### config.mk
export PLATFORM = sky130hd
export DESIGN_NAME = openeth_wb2avm
export DESIGN_NICKNAME = d
export VERILOG_FILES = /design/src/rtl/openeth_wb2avm.sv
export SDC_FILE = /design/constraint.sdc
export NUM_CORES = 1
export LEC_CHECK = 0
export CORE_MARGIN = 2
export CORE_UTILIZATION = 37
export CTS_CLUSTER_SIZE = 16
export DETAILED_ROUTE_END_ITERATION = 7
export PLACE_DENSITY = 0.79
export SLEW_MARGIN = 20
export SYNTH_ARGS = -nofsm -noshare
export SYNTH_HDL_FRONTEND = slang
export SYNTH_SLANG_ARGS = --single-unit
### constraint.sdc
create_clock -name clk -period 1.6 [get_ports clk]
set_clock_uncertainty 0.1 [all_clocks]
set_input_delay 0.24 -clock clk [delete_from_list [all_inputs] [get_ports clk]]
set_output_delay 0.24 -clock clk [all_outputs]
set_load 0.05 [all_outputs]
### src/rtl/openeth_wb2avm.sv
`default_nettype none
// ============================================================================
// Module      : openeth_wb2avm
// Description : Wishbone slave to Avalon-MM master bridge for the Ethernet MAC
//               DMA port; one outstanding transfer, read timeout with error.
// Revision    : 1.0 - initial release
// ============================================================================
module openeth_wb2avm #(
   parameter int TIMEOUT = 1023
) (
   input  logic        clk,
   input  logic        reset_n,

   input  logic        wb_cyc_i,
   input  logic        wb_stb_i,
   input  logic        wb_we_i,
   input  logic [31:2] wb_adr_i,
   input  logic [3:0]  wb_sel_i,
   input  logic [31:0] wb_dat_i,
   output logic [31:0] wb_dat_o,
   output logic        wb_ack_o,
   output logic        wb_err_o,

   output logic [31:2] avm_address,
   output logic [3:0]  avm_byteenable,
   output logic        avm_read,
   output logic        avm_write,
   output logic [31:0] avm_writedata,
   input  logic [31:0] avm_readdata,
   input  logic        avm_waitrequest,
   input  logic        avm_readdatavalid
);

   typedef enum logic [2:0] {
      IDLE    = 3'd0,
      WR      = 3'd1,
      RD_CMD  = 3'd2,
      RD_WAIT = 3'd3,
      ACK     = 3'd4,
      ERR     = 3'd5
   } state_t;

   localparam logic [9:0] c_tlimit = 10'(TIMEOUT - 1);

   state_t      r_state;
   state_t      w_next;
   logic [31:2] r_adr;
   logic [3:0]  r_sel;
   logic [31:0] r_dat;
   logic [31:0] r_rdata;
   logic [9:0]  r_tcnt;
   logic        r_abort;
   logic        w_req;
   logic        w_abort;
   logic        w_busy;

   assign w_req   = wb_cyc_i & wb_stb_i;
   // An abandoned cycle is remembered so a long read still finishes silently
   assign w_abort = r_abort | ~wb_cyc_i;
   assign w_busy  = (r_state == WR) || (r_state == RD_CMD) || (r_state == RD_WAIT);

   always_comb begin
      w_next = r_state;
      unique case (r_state)
         IDLE: begin
            if (w_req) begin
               w_next = wb_we_i ? WR : RD_CMD;
            end
         end
         WR: begin
            if (!avm_waitrequest) begin
               w_next = w_abort ? IDLE : ACK;
            end
         end
         RD_CMD: begin
            if (!avm_waitrequest) begin
               w_next = RD_WAIT;
            end
         end
         RD_WAIT: begin
            if (avm_readdatavalid) begin
               w_next = w_abort ? IDLE : ACK;
            end else if (r_tcnt == c_tlimit) begin
               w_next = w_abort ? IDLE : ERR;
            end
         end
         ACK:     w_next = IDLE;
         ERR:     w_next = IDLE;
         default: w_next = IDLE;
      endcase
   end

   always_ff @(posedge clk) begin
      if (!reset_n) begin
         r_state <= IDLE;
         r_adr   <= '0;
         r_sel   <= '0;
         r_dat   <= '0;
         r_rdata <= '0;
         r_tcnt  <= '0;
         r_abort <= 1'b0;
      end else begin
         r_state <= w_next;
         r_abort <= w_busy ? w_abort : 1'b0;

         if ((r_state == IDLE) && w_req) begin
            r_adr <= wb_adr_i;
            r_sel <= wb_sel_i;
            r_dat <= wb_dat_i;
         end

         if ((r_state == RD_WAIT) && avm_readdatavalid) begin
            r_rdata <= avm_readdata;
         end

         // Counts consecutive RD_WAIT cycles; cleared on any other state
         if ((r_state == RD_WAIT) && (w_next == RD_WAIT)) begin
            r_tcnt <= r_tcnt + 10'd1;
         end else begin
            r_tcnt <= '0;
         end
      end
   end

   assign avm_address    = r_adr;
   assign avm_byteenable = r_sel;
   assign avm_writedata  = r_dat;
   assign avm_read       = (r_state == RD_CMD);
   assign avm_write      = (r_state == WR);

   assign wb_dat_o = r_rdata;
   assign wb_ack_o = (r_state == ACK);
   assign wb_err_o = (r_state == ERR);

endmodule
`default_nettype wire

# After elaboration in Yosys (flattened, before gate mapping)

Cells that the tools add are included.

Logic and storage cells: 35
Output and inout port bits: 102
Bits in writable memories: 0
Latch bits: 0
Memories kept: 0
Memory bits (read-only): 0
Input port bits: 105
Flip-flop bits (word level): 112

Equal/unequal tests: 7
Shift-type cells: 0
Reductions and logical operators: 8
Magnitude comparators: 0
Add/subtract/negate cells: 1
Bitwise operators: 3
Divide/modulo/power cells: 0
Multiplexer cells: 9
Multipliers: 0

Operators with widths:

| kind                                                                   | number |
|---|---|
| 3-bit 2-to-1 mux                                                       | 7 |
| 3-bit one-hot mux with 4 select lines                                  | 1 |
| 10-bit by 1-bit adder with 10-bit output (second input constant)       | 1 |
| 10-bit equality test (second input constant)                           | 1 |
| 3-bit by 2-bit equality test with 1-bit output (second input constant) | 3 |
| 3-bit equality test (second input constant)                            | 2 |
| 2-bit AND reduction                                                    | 2 |
| 3-bit by 1-bit equality test with 1-bit output (second input constant) | 1 |
| 1-bit logical AND                                                      | 3 |
| 3-bit logical NOT                                                      | 1 |
| 1-bit logical OR                                                       | 2 |
| 2-bit 2-to-1 mux                                                       | 1 |
| 1-bit bitwise AND                                                      | 1 |
| 1-bit inverter                                                         | 1 |
| 1-bit OR                                                               | 1 |

# Logic depth before layout (Yosys ltp)

Depth in word-level cells: 9
Gate-level depth with buffers: 6
Depth with buffers taken out: 5

# Worst setup path before layout

OpenSTA, ideal clock, no wires.

Kind: flip-flop to output port
Start: register r_state[1]
End: output port avm_read
Setup slack: -0.660 ns
Cell stages (with the launch flop): 6
Data required time: 1.260 ns
Buffers on the path: 3
Arrival time: 1.920 ns
Cells stage by stage: dfxtp_1 -> buf_4 -> inv_4 -> buf_2 -> buf_1 -> nor3_1

Cells in the longest elaborated chain, start to end: 1

RTL lines:

| what                                           | RTL line | source |
|---|---|---|
| start, declared                                | 45       | `state_t r_state;` |
| start signal, assigned                         | 103      | `r_state <= w_next;` |
| 3-bit by 2-bit equality test with 1-bit output | 128      | `assign avm_read = (r_state == RD_CMD);` |
| end, declared                                  | 26       | `output logic avm_read,` |

No other way between the ends.

# Final worst setup path

Start: register r_state[1]
End: output port wb_err_o

Cells in the longest elaborated chain, start to end: 1

RTL lines:

| what                | RTL line | source |
|---|---|---|
| 3-bit equality test | 133      | `assign wb_err_o = (r_state == ERR);` |
| end, declared       | 22       | `output logic wb_err_o,` |

No other way between the ends.

==> run metrics <==
CP Cell Sequence=inv_4 > and3_2 > buf_12; Final setup viols=0; fin crit period=1.56 ns; syn avg cell area=8.27 sq um; #FFs+latches synth=112; maximum VDD drop=0.619 mV; share of the synthesized area in the top cell type=approximately half; M1 wire length=5520 um; GPL Wtd Cong=just over 0.8; fraction of power spent switching nets=between 20 and 30%; Die W=approximately 110 um; CTS H-tree lvls=3; final core area utilization=59.8%; TritonCTS clock tree=done; starting density of the core=38.1%; power per cell area=928 mW/mm^2; Core Region=0.0115 sq mm; DRT Wirelength=13700 um; most frequent cells in the layout=buf_4, dfxtp_1, clkdlybuf4s50_1; status=finished, final reports clean; detailed placement HPWL=9710 um; Ports=207; CP top delay family=flip-flops; clk root buf=clkbuf_16; Reg clk slew, reported paths=~0.07 ns; CP max-delay cell=dfxtp_4; Total GRT Usage=21.2%; Post-CTS Hold Buffers=0; Critical Path Source Type=register; kind of critical path=reg -> out; Synth cell types=42; CTS buffer count=9; CP endpoint kind=output port; Overflow after GRT=0; commonest non-fill, non-tap cell in the layout=buf_4; asr flop ratio synth=0%; sequential area share after synthesis=51.3%; layout cells sized above 1=~23%; vias per cell=5.30; Die Span Y=113 um; Main synth FF type=dfxtp_1; Port Buffers=206; Netlist Area Pre-Place=0.00437 sq mm; post-placement worst setup slack=-0.170 ns; CP bufs+invs=2; pin count of the biggest net entering global routing=67; met3 wire length=~820 um; Syn Nets=635; Max Freq=0.642 GHz; setup ws final=0.0420 ns; initial antenna violation count=0; Max Buffers Root-to-Sink=2; Hold WC Path Type=in -> reg; arrival time at the worst endpoint=1.22 ns; Overall Power=6.36 mW; Slew @ Worst Pin=0.382 ns; combinational power share=20.0%; drt first pass iters=5; Psw=roughly 1.8 mW; Routed wire per std cell=between 15 and 20 um; 1st-iter DRT viols=around 300; Leak=between 2 and 3 nW; period utilization=a little over nine tenths; met2 routed WL=7090 um; Final Hold Vio Count=0; Flop pwr share=46.3%; Mapped Cells=approximately 530; Slew HR=73.9%; CP required=about 1.3 ns; Clock Latency Late Sink=between 0.3 and 0.4 ns; cell internal pwr=4.58 mW; RSZ-0062 raised after global routing=false; n_diodes=0; top cells by area, synth=dfxtp_1, a21oi_1, o21ai_0; Via Count=4631; # DRC=0; synth warn=0; vias in the first global route=4636; CP Max Fanout=8; Slew Viols, Final=0; slowest stage delay, CP=~0.42 ns; first-pass GRT wire length=22100 um; total clock sinks=112; EDFF count, synth=0; # rows=39; max capacitance violation total=0; Clock power frac=33.7%; die area=roughly 0.013 sq mm; Area Overhead vs Synth=56.9%; cell accounting for the most synthesized area=dfxtp_1; ANT nets after route=0; nets=832; top routing layer in use=met4
-- metal layers --
metal | track usage (%) | up-vias
met2 | 37.3 | 156
met3 | 4.54 | 25
met4 | 9.43 | 0
li1 | - | 2256
met1 | 24.6 | 2194
met5 | 0 | -
-- timing repair --
item,4_1_cts,5_1_grt
setup buffers,4,0
gates resized for setup,10,4
pin swaps,1,4
gates cloned,0,1
setup endpoints to repair,4,22
-- power by group through the flow --
stage	clock, mW	sequential (mW)	combinational, mW
floorplan	0	3.33	0.346
global placement	0	3.01	1.21
detailed placement	0	3.01	1.23
CTS	2.20	2.94	1.25
global route	2.33	2.96	1.34
finish	2.15	2.94	1.27
-- registers in the layout, summed over array words and instances (netlist names) --
| name | cells |
|---|---|
| r_tcnt | 10 |
| avm_byteenable | 4 |
| avm_writedata | 32 |
| r_state | 3 |
| avm_address | 30 |
| r_abort | 1 |
| wb_dat_o | 32 |
-- through the flow --
| step | TNS, ns | hold WS [ns] | std cells | cell area [sq um] |
|---|---|---|---|---|
| 5_1_grt | 0 | 0.341 | 873 | 6860 |
| 3_3_place_gp | -4.88 | 0.335 | 853 | 6490 |
| 3_5_place_dp | -11.19 | 0.342 | 853 | 6490 |
| 4_1_cts | 0 | 0.328 | 872 | 6820 |
| 2_1_floorplan | 0 | 0.273 | 528 | 4400 |
| 6_report | 0 | 0.339 | 873 | 6860 |
-- worst paths after layout --
kind | start | end | slack (ns) | cells past startpoint
worst max-delay path | r_state[1] | wb_err_o | 0.04 | 3
worst min-delay path | avm_readdata[23] | wb_dat_o[23] | 0.34 | 3
worst max register to register | r_state[2] | avm_writedata[26] | 0.07 | 5
worst min register to register | r_tcnt[0] | r_tcnt[0] | 0.35 | 1
-- cells by family after synthesis --
group	after synthesis	synth area share (%)
and+or+nand+nor	163	18.4
xor gates and xnor gates	1	0.201
muxes	1	0.258
adders and majority gates	2	0.573
buffers and inverters	59	6.22
DFF	112	51.3
AOI/OAI and AO/OA	190	23.0
-- layout make-up --
type                            count  area (sq um)
Fill cell                         987          4610
Sequential cell                   112          2250
Timing Repair Buffer              239          2220
Multi-Input combinational cell    357          1890
Clock buffer                       12           256
Tap cell                          143           179
Clock inverter                      4          27.5
Inverter                            6          25.0
-- cells in the mapped netlist (3+ instances only) --
cell type,number
nor3_1,5
buf_2,15
buf_4,3
o21ai_0,71
a21oi_1,100
clkbuf_1,30
inv_1,5
nand4_1,4
a31oi_1,5
dfxtp_1,112
a311oi_1,7
nand3_1,67
nand2_1,69
-- worst min-delay path: cells and delay by family --
family / cells / cell delay (ns)
buffers and inverters: 1 / 0.40
AO/OA/AOI/OAI: 1 / 0.05
AND/OR/NAND/NOR: 1 / 0.05
No activity file was read; power rests on OpenSTA's default activity.
